**src/rtl/video_rx_monitor_if.sv**
```systemverilog
// Video bus as driven by the frame generator: syncs, active-video qualifier,
// link mode and two RGB pixel lanes.
interface video_rx_monitor_if;
  logic       link;
  logic       vsync;
  logic       hsync;
  logic       data_valid;
  logic [7:0] data0_r;
  logic [7:0] data0_g;
  logic [7:0] data0_b;
  logic [7:0] data1_r;
  logic [7:0] data1_g;
  logic [7:0] data1_b;

  modport master (
    output link, vsync, hsync, data_valid,
    output data0_r, data0_g, data0_b, data1_r, data1_g, data1_b
  );

  modport slave (
    input link, vsync, hsync, data_valid,
    input data0_r, data0_g, data0_b, data1_r, data1_g, data1_b
  );
endinterface

```
**src/rtl/video_rx_monitor.sv**
```systemverilog
// Receive-side video checker: measures per-frame geometry, timing and pixel
// checksum, flags size/line errors and reports timing lock at each vsync.
module video_rx_monitor #(
  parameter int unsigned HOR_RESOLUTION = 1366,
  parameter int unsigned VER_RESOLUTION = 768,
  parameter string       HSYNC_POL      = "NEGATIVE",
  parameter string       VSYNC_POL      = "NEGATIVE",
  parameter int unsigned CNT_W          = 13
) (
  input  logic                     pixel_clock_i,
  input  logic                     reset_i,
  video_rx_monitor_if.slave        vid,
  output logic                     frame_done_o,
  output logic [CNT_W-1:0]         h_active_o,
  output logic [CNT_W-1:0]         v_active_o,
  output logic [CNT_W-1:0]         h_total_o,
  output logic [CNT_W-1:0]         v_total_o,
  output logic [31:0]              checksum_o,
  output logic [15:0]              frame_cnt_o,
  output logic                     size_err_o,
  output logic                     line_err_o,
  output logic                     locked_o
);

  localparam bit                HS_POS  = (HSYNC_POL == "POSITIVE");
  localparam bit                VS_POS  = (VSYNC_POL == "POSITIVE");
  localparam int unsigned       CW1     = CNT_W + 1;
  localparam logic [CNT_W-1:0]  CNT_MAX = {CNT_W{1'b1}};
  localparam logic [CNT_W-1:0]  HOR_EXP = CNT_W'(HOR_RESOLUTION);
  localparam logic [CNT_W-1:0]  VER_EXP = CNT_W'(VER_RESOLUTION);

  typedef enum logic {WAIT_VS, FRAME} state_t;

  state_t state, state_nx;

  // Saturating add; MSB of the result flags that the counter hit its ceiling.
  function automatic logic [CNT_W:0] sat_add(input logic [CNT_W-1:0] a, input logic [1:0] b);
    logic [CNT_W:0] s;
    s = {1'b0, a} + CW1'(b);
    if (s >= CW1'(CNT_MAX)) return {1'b1, CNT_MAX};
    return s;
  endfunction

  logic        vs_q, hs_q, dv_q, link_q;
  logic        vs_d, hs_d, dv_d;
  logic [23:0] px0_q, px1_q;
  logic        vs_rise, hs_rise, line_end;

  logic [CNT_W-1:0] pix_cnt, line_cnt, ref_len, htot_ref, vtot, hcyc;
  logic             htot_have, hs_seen, line_err, ovf;
  logic [31:0]      csum;

  logic [CNT_W-1:0] prev_h, prev_v, prev_ht, prev_vt;
  logic             prev_ok;

  logic [CNT_W-1:0] pix_nx, line_nx, ref_nx, href_nx, vtot_nx, hcyc_nx;
  logic             hhave_nx, hseen_nx, lerr_nx, ovf_nx;
  logic [31:0]      csum_nx;
  logic [CNT_W:0]   pix_sum, line_sum, vtot_sum, hcyc_sum, close_sum;
  logic [CNT_W-1:0] pub_ref, pub_lines;
  logic             pub_lerr, pub_ovf, pub_size, pub_match;

  // Input stage: syncs normalised to active-high.
  always_ff @(posedge pixel_clock_i) begin
    if (reset_i) begin
      vs_q   <= 1'b0;
      hs_q   <= 1'b0;
      dv_q   <= 1'b0;
      link_q <= 1'b0;
      vs_d   <= 1'b0;
      hs_d   <= 1'b0;
      dv_d   <= 1'b0;
      px0_q  <= '0;
      px1_q  <= '0;
    end else begin
      vs_q   <= VS_POS ? vid.vsync : ~vid.vsync;
      hs_q   <= HS_POS ? vid.hsync : ~vid.hsync;
      dv_q   <= vid.data_valid;
      link_q <= vid.link;
      vs_d   <= vs_q;
      hs_d   <= hs_q;
      dv_d   <= dv_q;
      px0_q  <= {vid.data0_r, vid.data0_g, vid.data0_b};
      px1_q  <= {vid.data1_r, vid.data1_g, vid.data1_b};
    end
  end

  assign vs_rise  = vs_q & ~vs_d;
  assign hs_rise  = hs_q & ~hs_d;
  assign line_end = dv_d & ~dv_q;

  always_ff @(posedge pixel_clock_i) begin
    if (reset_i) state <= WAIT_VS;
    else         state <= state_nx;
  end

  always_comb begin
    state_nx  = state;
    pix_nx    = pix_cnt;
    line_nx   = line_cnt;
    ref_nx    = ref_len;
    href_nx   = htot_ref;
    hhave_nx  = htot_have;
    vtot_nx   = vtot;
    csum_nx   = csum;
    lerr_nx   = line_err;
    ovf_nx    = ovf;
    hcyc_nx   = hcyc;
    hseen_nx  = hs_seen;
    pix_sum   = '0;
    line_sum  = '0;
    vtot_sum  = '0;
    hcyc_sum  = '0;
    close_sum = '0;

    if (dv_q) begin
      pix_sum = sat_add(pix_cnt, link_q ? 2'd2 : 2'd1);
      pix_nx  = pix_sum[CNT_W-1:0];
      ovf_nx  = ovf_nx | pix_sum[CNT_W];
      csum_nx = csum + 32'(px0_q) + (link_q ? 32'(px1_q) : 32'd0);
    end

    if (line_end) begin
      line_sum = sat_add(line_cnt, 2'd1);
      line_nx  = line_sum[CNT_W-1:0];
      ovf_nx   = ovf_nx | line_sum[CNT_W];
      if (line_cnt == '0)          ref_nx  = pix_cnt;
      else if (pix_cnt != ref_len) lerr_nx = 1'b1;
      pix_nx = '0;
    end

    // Line period is measured rise-to-rise and may span a vsync boundary.
    if (hs_rise) begin
      vtot_sum = sat_add(vtot, 2'd1);
      vtot_nx  = vtot_sum[CNT_W-1:0];
      ovf_nx   = ovf_nx | vtot_sum[CNT_W];
      hcyc_nx  = CNT_W'(1);
      hseen_nx = 1'b1;
      if (hs_seen) begin
        if (hcyc == CNT_MAX) ovf_nx = 1'b1;
        if (!htot_have) begin
          href_nx  = hcyc;
          hhave_nx = 1'b1;
        end else if (hcyc != htot_ref) begin
          lerr_nx = 1'b1;
        end
      end
    end else begin
      hcyc_sum = sat_add(hcyc, 2'd1);
      hcyc_nx  = hcyc_sum[CNT_W-1:0];
    end

    // A line still open at vsync is closed into the finishing frame as an error.
    pub_ref   = ref_nx;
    pub_lines = line_nx;
    pub_lerr  = lerr_nx;
    pub_ovf   = ovf_nx;
    if (dv_q) begin
      close_sum = sat_add(line_nx, 2'd1);
      pub_lines = close_sum[CNT_W-1:0];
      pub_ovf   = pub_ovf | close_sum[CNT_W];
      if (line_nx == '0) pub_ref = pix_nx;
      pub_lerr = 1'b1;
    end
    pub_size  = (pub_ref != HOR_EXP) | (pub_lines != VER_EXP) | pub_ovf;
    pub_match = prev_ok & (pub_ref == prev_h) & (pub_lines == prev_v) &
                (href_nx == prev_ht) & (vtot_nx == prev_vt);

    case (state)
      WAIT_VS: if (vs_rise) state_nx = FRAME;
      FRAME:   state_nx = FRAME;
      default: state_nx = WAIT_VS;
    endcase
  end

  always_ff @(posedge pixel_clock_i) begin
    if (reset_i) begin
      pix_cnt      <= '0;
      line_cnt     <= '0;
      ref_len      <= '0;
      htot_ref     <= '0;
      htot_have    <= 1'b0;
      vtot         <= '0;
      csum         <= '0;
      line_err     <= 1'b0;
      ovf          <= 1'b0;
      hcyc         <= '0;
      hs_seen      <= 1'b0;
      prev_h       <= '0;
      prev_v       <= '0;
      prev_ht      <= '0;
      prev_vt      <= '0;
      prev_ok      <= 1'b0;
      frame_done_o <= 1'b0;
      h_active_o   <= '0;
      v_active_o   <= '0;
      h_total_o    <= '0;
      v_total_o    <= '0;
      checksum_o   <= '0;
      frame_cnt_o  <= '0;
      size_err_o   <= 1'b0;
      line_err_o   <= 1'b0;
      locked_o     <= 1'b0;
    end else begin
      frame_done_o <= 1'b0;
      hcyc         <= hcyc_nx;
      hs_seen      <= hseen_nx;

      if (state == FRAME && !vs_rise) begin
        pix_cnt   <= pix_nx;
        line_cnt  <= line_nx;
        ref_len   <= ref_nx;
        htot_ref  <= href_nx;
        htot_have <= hhave_nx;
        vtot      <= vtot_nx;
        csum      <= csum_nx;
        line_err  <= lerr_nx;
        ovf       <= ovf_nx;
      end else begin
        pix_cnt   <= '0;
        line_cnt  <= '0;
        ref_len   <= '0;
        htot_ref  <= '0;
        htot_have <= 1'b0;
        vtot      <= '0;
        csum      <= '0;
        line_err  <= 1'b0;
        ovf       <= 1'b0;
      end

      if (state == FRAME && vs_rise) begin
        frame_done_o <= 1'b1;
        h_active_o   <= pub_ref;
        v_active_o   <= pub_lines;
        h_total_o    <= href_nx;
        v_total_o    <= vtot_nx;
        checksum_o   <= csum_nx;
        frame_cnt_o  <= frame_cnt_o + 16'd1;
        size_err_o   <= pub_size;
        line_err_o   <= pub_lerr;
        locked_o     <= pub_match & ~pub_lerr & ~pub_size;
        prev_h       <= pub_ref;
        prev_v       <= pub_lines;
        prev_ht      <= href_nx;
        prev_vt      <= vtot_nx;
        prev_ok      <= ~pub_lerr & ~pub_size;
      end
    end
  end

endmodule

```
**src/flat_wrapper.sv**
```systemverilog
// flat-port wrapper written by rule: the top's interface ports become plain ports
module video_rx_monitor_flat 
#(
  parameter int unsigned HOR_RESOLUTION = 1366,
  parameter int unsigned VER_RESOLUTION = 768,
  parameter string       HSYNC_POL      = "        ",
  parameter string       VSYNC_POL      = "        ",
  parameter int unsigned CNT_W          = 13
)
  (pixel_clock_i, reset_i, frame_done_o, h_active_o, v_active_o, h_total_o, v_total_o, checksum_o, frame_cnt_o, size_err_o, line_err_o, locked_o, vid_link, vid_vsync, vid_hsync, vid_data_valid, vid_data0_r, vid_data0_g, vid_data0_b, vid_data1_r, vid_data1_g, vid_data1_b);
  video_rx_monitor_if vid_i ();
  input  logic pixel_clock_i;
  input  logic reset_i;
  output logic frame_done_o;
  output logic [CNT_W-1:0] h_active_o;
  output logic [CNT_W-1:0] v_active_o;
  output logic [CNT_W-1:0] h_total_o;
  output logic [CNT_W-1:0] v_total_o;
  output logic [31:0] checksum_o;
  output logic [15:0] frame_cnt_o;
  output logic size_err_o;
  output logic line_err_o;
  output logic locked_o;
  input wire logic [$bits(vid_i.link)-1:0] vid_link;
  input wire logic [$bits(vid_i.vsync)-1:0] vid_vsync;
  input wire logic [$bits(vid_i.hsync)-1:0] vid_hsync;
  input wire logic [$bits(vid_i.data_valid)-1:0] vid_data_valid;
  input wire logic [$bits(vid_i.data0_r)-1:0] vid_data0_r;
  input wire logic [$bits(vid_i.data0_g)-1:0] vid_data0_g;
  input wire logic [$bits(vid_i.data0_b)-1:0] vid_data0_b;
  input wire logic [$bits(vid_i.data1_r)-1:0] vid_data1_r;
  input wire logic [$bits(vid_i.data1_g)-1:0] vid_data1_g;
  input wire logic [$bits(vid_i.data1_b)-1:0] vid_data1_b;
  assign vid_i.link = vid_link;
  assign vid_i.vsync = vid_vsync;
  assign vid_i.hsync = vid_hsync;
  assign vid_i.data_valid = vid_data_valid;
  assign vid_i.data0_r = vid_data0_r;
  assign vid_i.data0_g = vid_data0_g;
  assign vid_i.data0_b = vid_data0_b;
  assign vid_i.data1_r = vid_data1_r;
  assign vid_i.data1_g = vid_data1_g;
  assign vid_i.data1_b = vid_data1_b;
  video_rx_monitor #(.HOR_RESOLUTION(HOR_RESOLUTION), .VER_RESOLUTION(VER_RESOLUTION), .HSYNC_POL(HSYNC_POL), .VSYNC_POL(VSYNC_POL), .CNT_W(CNT_W)) u_core (.pixel_clock_i(pixel_clock_i), .reset_i(reset_i), .vid(vid_i), .frame_done_o(frame_done_o), .h_active_o(h_active_o), .v_active_o(v_active_o), .h_total_o(h_total_o), .v_total_o(v_total_o), .checksum_o(checksum_o), .frame_cnt_o(frame_cnt_o), .size_err_o(size_err_o), .line_err_o(line_err_o), .locked_o(locked_o));
endmodule
```
**config.mk**
```make
export PLATFORM = sky130hd
export DESIGN_NAME = video_rx_monitor_flat
export DESIGN_NICKNAME = d
export VERILOG_FILES = /design/src/rtl/video_rx_monitor_if.sv /design/src/rtl/video_rx_monitor.sv /design/src/flat_wrapper.sv
export SDC_FILE = /design/constraint.sdc
export NUM_CORES = 1
export LEC_CHECK = 0
export ABC_AREA = 1
export BUFFER_PORTS_ARGS = -buffer_cell sky130_fd_sc_hd__buf_2
export CAP_MARGIN = 20
export CORE_MARGIN = 4
export CORE_UTILIZATION = 55
export CTS_BUF_LIST = sky130_fd_sc_hd__clkbuf_2
export DETAILED_ROUTE_END_ITERATION = 16
export PLACE_DENSITY = 0.75
export RECOVER_POWER = 50
export SLEW_MARGIN = 20
export SYNTH_ARGS = -nofsm -noshare
export SYNTH_HDL_FRONTEND = slang
export SYNTH_SLANG_ARGS = --single-unit
```
**constraint.sdc**
```tcl
create_clock -name pixel_clock_i -period 5.8 [get_ports pixel_clock_i]
set_clock_uncertainty 0.15 [all_clocks]
set_input_delay 1.16 -clock pixel_clock_i [delete_from_list [all_inputs] [get_ports pixel_clock_i]]
set_output_delay 1.16 -clock pixel_clock_i [all_outputs]
set_load 0.05 [all_outputs]
```
## Word level (Yosys, flattened, before mapping)

Index checks and enable logic that the tools add are counted.

| storage, ports and cells | value |
|---|---|
| register bits | 275 |
| bits in latches | 0 |
| RAM bits | 0 |
| bits in read-only memories | 0 |
| output and inout bits | 104 |
| word-level logic and storage cells | 145 |
| memories kept | 0 |

| operators by class | value |
|---|---|
| add/sub/neg operators | 8 |
| $mul | 0 |
| divide/modulo/power cells | 0 |
| $lt $le $gt $ge | 5 |
| equality and inequality tests | 9 |
| shifts and indexed selects | 0 |
| multiplexer cells | 57 |
| bitwise operators | 25 |
| reductions and logical operators | 8 |

Operators with widths:

| operator | number |
|---|---|
| two-way mux 13 bit | 14 |
| two-way mux 14 bit | 12 |
| >= comparator 14 x 13 -> 1 bit, second input constant | 5 |
| adder 13 x 1 -> 14 bit, second input constant | 4 |
| equality test 13 bit | 4 |
| adder 32 x 24 -> 32 bit | 1 |
| adder 32 bit | 1 |
| two-way mux 32 bit | 1 |
| two-way mux 1 bit | 27 |
| logical NOT 13 bit | 2 |
| != test 13 bit | 2 |
| two-way mux 24 bit | 1 |
| adder 16 x 1 -> 16 bit, second input constant | 1 |
| adder 13 x 2 -> 14 bit | 1 |
| equality test 13 bit, second input constant | 1 |
| != test 13 x 10 -> 1 bit, second input constant | 1 |
| != test 13 x 11 -> 1 bit, second input constant | 1 |
| bitwise AND 1 bit | 10 |
| NOT 1 bit | 9 |
| bitwise OR 1 bit | 6 |
| OR reduction 2 bit | 2 |
| logical AND 1 bit | 2 |
| two-way mux 2 bit | 1 |
| case mux 1 bit (2 select lines) | 1 |
| 2 further kinds | 2 |

## Logic depth before layout (Yosys ltp)

| depth | value |
|---|---|
| depth after elaboration | 20 |
| mapped depth | 35 |
| gate-level depth less buffers | 34 |

## Worst setup path before layout

OpenSTA, ideal clock, no wires.

| timing path | value |
|---|---|
| path type | reg-to-reg |
| start | reg u_core.link_q |
| end | reg u_core.checksum_o[29] |
| library setup time | 0.114 ns |
| arrival time | 3.956 ns |
| required time | 5.536 ns |
| path slack | 1.580 ns |
| stages on the path, launching flop included | 27 |
| buffers on the path | 2 |
| path through | dfxtp_1 > clkbuf_1 > clkbuf_1 > nand2_1 > fa_1 > inv_1 > ha_1 > inv_1 > fa_1 > o31ai_1 > nand3_1 > nand2_1 > nand3_1 > nand2_1 > a21oi_1 > inv_1 > a21oi_1 > inv_1 > a21oi_1 > inv_1 > a21oi_1 > o21ai_0 > nand2_1 > or3_1 > xor2_1 > o21bai_1 > inv_1 |

| between the ends | value |
|---|---|
| word-level cells in the longest chain between the ends | 3 |

RTL lines:

| item | line | source |
|---|---|---|
| from (decl) | video_rx_monitor.sv:44 | `logic vs_q, hs_q, dv_q, link_q;` |
| from (signal assigned) | video_rx_monitor.sv:79 | `link_q <= vid.link;` |
| two-way mux 24 bit | video_rx_monitor.sv:120 | `csum_nx = csum + 32'(px0_q) + (link_q ? 32'(px1_q) : 32'd0);` |
| adder 32 bit | video_rx_monitor.sv:120 |  |
| two-way mux 32 bit | video_rx_monitor.sv:116 | `if (dv_q) begin` |
| to (signal assigned) | video_rx_monitor.sv:237 | `checksum_o <= csum_nx;` |
| to (decl) | video_rx_monitor.sv:18 | `output logic [31:0] checksum_o,` |

Every way passes these cells.
A chain may end at the register's enable or synchronous reset.

## Worst setup path after layout

| timing path | value |
|---|---|
| start | reg u_core.link_q |
| end | reg u_core.locked_o |

| between the ends | value |
|---|---|
| word-level cells in the longest chain between the ends | 20 |
| elaborated cells between the ends (all ways) | 32 |

RTL lines:

| item | line | source |
|---|---|---|
| two-way mux 2 bit * | video_rx_monitor.sv:117 | `pix_sum = sat_add(pix_cnt, link_q ? 2'd2 : 2'd1);` |
| adder 13 x 2 -> 14 bit * | video_rx_monitor.sv:39 | `s = {1'b0, a} + CW1'(b);` |
| >= comparator 14 x 13 -> 1 bit | video_rx_monitor.sv:40 | `if (s >= CW1'(CNT_MAX)) return {1'b1, CNT_MAX};` |
| two-way mux 1 bit | video_rx_monitor.sv:40 |  |
| two-way mux 1 bit | video_rx_monitor.sv:116 |  |
| two-way mux 14 bit * | video_rx_monitor.sv:41 | `return s;` |
| two-way mux 14 bit * | video_rx_monitor.sv:116 |  |
| branches (longest 12 deep; another with two-way mux 13 bit) | -- |  |
| bitwise AND 1 bit * | video_rx_monitor.sv:241 | `locked_o <= pub_match & ~pub_lerr & ~pub_size;` |
| to (signal assigned) | video_rx_monitor.sv:241 |  |
| to (decl) | video_rx_monitor.sv:22 | `output logic locked_o` |

Every way passes the cells marked *. The select of a mux whose other input is x is not followed.

==> impl_metrics.env <==
export IMPL_synth_xor_area_share_pct=4.507
export IMPL_chipHeight_um=172.9
export IMPL_drt_wl_total_mm=38.31
export IMPL_root_buffer="clkbuf_2"
export IMPL_total_power_w=0.003832
export IMPL_grt_pass1_vias=13410
export IMPL_clk_pin_slew_ns=0.09
export IMPL_globalRouteMet2Util_pct=41.15
export IMPL_cts_buffer_depth=3
export IMPL_ys_seq_elements=275
export IMPL_syn_area_mm2=0.01496
export IMPL_synth_flop_cell="dfxtp_1"
export IMPL_violations="capacitance limit, slew limit"
export IMPL_required_ns=6.35
export IMPL_use_met3_pct=5.072
export IMPL_htreeDepth=3
export IMPL_power_leakage_nw=8.091
export IMPL_grt_use_total_pct=25.22
export IMPL_final_cells=2728
export IMPL_cts_sinks=275
export IMPL_postCtsSetupBuffers=0
export IMPL_worstHoldStart="u_core.hs_q"
export IMPL_synth_cells=2174
export IMPL_post_place_ws_ns=1.005
export IMPL_outcome="complete, but fails checks"
export IMPL_vias=13900
export IMPL_critical_path_peak_fanout=13
export IMPL_yosys_area_share_simple_pct=29.24
export IMPL_async_flop_share_pct=0
export IMPL_grt_pass1_wl_mm=64.12
export IMPL_synth_top_family_by_area="simple AND/OR/NAND/NOR gates"
export IMPL_max_slew_margin_pct=-108.6
export IMPL_rr_startpoint="u_core.link_q"
export IMPL_critical_path_arrival_ns=5.31
export IMPL_synth_compound_area_share_pct=12.29
export IMPL_clkLatencyLatePin_ns=0.85
export IMPL_grt_busiest_layer="met2"
export IMPL_placed_cells=2606
export IMPL_cts_resized=0
export IMPL_finalCritPeriodShare_pct=82.01
export IMPL_synth_warnings=0
export IMPL_tns_ns=0
export IMPL_io_pins=158
export IMPL_fill_cells=2585
export IMPL_final_layout_size_suffix_gt1_share_pct=11.06
export IMPL_drt_iter0_drc=944
export IMPL_grt_max_degree=90
export IMPL_firstDrtPassIters=5
export IMPL_min_path_type="register to register"
export IMPL_synth_edff_count=0
export IMPL_synth_avg_cell_area_um2=6.883
export IMPL_dp_hpwl_mm=27.73
export IMPL_max_clock_freq_mhz=210.2
export IMPL_hold_viol_final=0
export IMPL_synthDistinctLibCells=49
export IMPL_die_x_um=172.9
export IMPL_syn_to_final_growth_pct=10.19
export IMPL_synth_area_mux_share_pct=0.3345
export IMPL_detail_route_antenna_nets=0
export IMPL_rsz0062_at_grt="no"
export IMPL_initial_core_util_pct=55.68
export IMPL_setup_viol_count_final=0
export IMPL_peakVddDrop_v=0.0001453
export IMPL_cts_buffers=74
export IMPL_tightestPinTransition_ns=3.129
export IMPL_vias_per_cell=5.097
export IMPL_path_class="register to register"
export IMPL_ys_seq_area_share_pct=36.79
export IMPL_startpoint_type="register"
export IMPL_slew_viol_final=266
export IMPL_portBuffers=157
export IMPL_met1_usage_pct=34.03
export IMPL_cts_tree="yes"
export IMPL_antenna_found_initial=1
export IMPL_drc=0
export IMPL_p_per_area_mw_per_mm2=232.4
export IMPL_num_rows=60
export IMPL_globalRouteOverflowTotal=0
export IMPL_coreArea_mm2=0.02688
export IMPL_syn_num_nets=2290
export IMPL_die_area_mm2=0.02991
export IMPL_worstSetupStartpoint="u_core.link_q"
export IMPL_holdBufCountCts=0
export IMPL_end_kind="register"
export IMPL_layout_min_cycle_time_ns=4.757
export IMPL_nets=2457
export IMPL_synth_fa_ha_area_share_pct=6.489
export IMPL_wl_per_cell_um=14.04
export IMPL_routabilityCongestion=0.9270
export IMPL_fin_ws_ns=1.043
export IMPL_cap_viol_max_count=5
## placed cells by master, fill, tap and decap left out, types with 23 or more instances in the layout
| cell | n |
|---|---|
| nor2_1 | 297 |
| o21ai_0 | 136 |
| nand4_1 | 26 |
| clkbuf_1 | 77 |
| nand2_1 | 500 |
| nand3_1 | 92 |
| clkbuf_2 | 101 |
| ha_1 | 36 |
| nor3_1 | 25 |
| inv_1 | 320 |
| dfxtp_1 | 274 |
| a21oi_1 | 117 |
| xnor2_1 | 23 |
| xor2_1 | 54 |
| fa_1 | 26 |
| buf_2 | 84 |
| o211ai_1 | 44 |
## per-stage QoR
| stage | utilization, % | hold slack [ns] | area (µm²) |
|---|---|---|---|
| 2_1_floorplan | - | 0.2531 | 14960 |
| 3_3_place_gp | 59.35 | 0.2579 | 15950 |
| 3_5_place_dp | 59.35 | 0.2662 | 15950 |
| 4_1_cts | 61.79 | 0.2467 | 16610 |
| 5_1_grt | 61.35 | 0.2396 | 16490 |
| 6_report | 61.35 | 0.2836 | 16490 |
## final cells by class
type	count	area (µm²)	share of cell area [%]
antenna	1	2.502	0.01518
clock buffer	101	505.5	3.066
clock inverter	20	151.4	0.9182
inverter	328	1231	7.467
multi-input combinational	1495	7910	47.97
sequential	275	5507	33.40
tap	341	426.7	2.588
timing repair buffer	167	754.5	4.576
## worst max-delay path, stage by stage (launching register included)
cell	delay, ns
dfxtp_1	0.49
inv_1	0.19
ha_1	0.18
inv_1	0.06
fa_1	0.42
nor3_2	0.39
nand2_1	0.14
nor3_1	0.26
nand2_1	0.11
xor2_1	0.19
nand3b_1	0.13
nand2_1	0.21
o21ai_0	0.42
nand2_1	0.15
nand3_1	0.11
nand2_1	0.06
nor2_1	0.09
nand2_1	0.05
nor2_1	0.20
nand2_1	0.12
nor2_1	0.10
nand2_1	0.05
nor2_1	0.09
nand2_1	0.05
nor2_1	0.08
nand3_1	0.09
a21oi_2	0.12
## flip-flops by register name, indices dropped and copies added, names as in the netlist, 13 cells and up
| name | cells |
|---|---|
| u_core.hcyc | 13 |
| u_core.line_cnt | 13 |
| u_core.px0_q | 24 |
| u_core.pix_cnt | 13 |
| u_core.ref_len | 13 |
| u_core.checksum_o | 32 |
| u_core.prev_h | 13 |
| u_core.vtot | 13 |
| u_core.frame_cnt_o | 16 |
| u_core.csum | 32 |
| u_core.prev_ht | 13 |
| u_core.htot_ref | 13 |
| u_core.v_total_o | 13 |
| u_core.prev_v | 13 |
| u_core.px1_q | 24 |
## cell usage after synthesis, drive strengths merged, types with 2 or more instances
cell	n	share of area [%]
o211ai	44	2.2
o31ai	3	0.15
dfxtp	275	37
nor4	4	0.17
a21boi	6	0.33
mux2i	5	0.33
ha	36	3.0
xnor2	23	1.3
o21a	3	0.15
nand2	520	13
o21bai	5	0.28
nand4	26	1.1
clkbuf	58	1.5
fa	26	3.5
or2	7	0.29
nor3	26	0.90
inv	326	8.2
xor2	54	3.2
nor2	306	7.9
nand3	106	4.1
o21ai	140	4.7
nand3b	21	1.1
a21oi	118	4.0
buf	18	0.66
clkinv	2	0.050
o2111ai	3	0.18
and2	2	0.084
a31oi	5	0.21
## where the power goes
group,leakage (nW),switching (W),internal (W)
Clock,0.497,0.000816,0.000565
Sequential,2.24,0.0000341,0.00193
Combinational,5.36,0.000336,0.000147
## cell families (layout without fill, tap and decap cells)
group,Yosys count,after routing
simple gates,1022,1022
buf+inv,404,616
compound gates,329,329
flops,275,275
xor+xnor,77,77
fa+ha+maj,62,62
mux,5,5
other cells,0,1
## layer usage
| layer | share of wire (%) | wire, µm |
|---|---|---|
| met3 | 6.7 | 2578 |
| met5 | 0 | 0 |
| met4 | 2.3 | 863 |
| met2 | 45 | 17260 |
| met1 | 46 | 17610 |
## worst paths after layout
| check | cells after the start | end | slack (ns) |
|---|---|---|---|
| setup / recovery | 26 | u_core.locked_o | 1.04 |
| hold / removal | 2 | u_core.hs_d | 0.28 |
| setup reg to reg | 26 | u_core.locked_o | 1.04 |
| hold reg to reg | 2 | u_core.hs_d | 0.28 |
(Power assumes the default switching activity.)
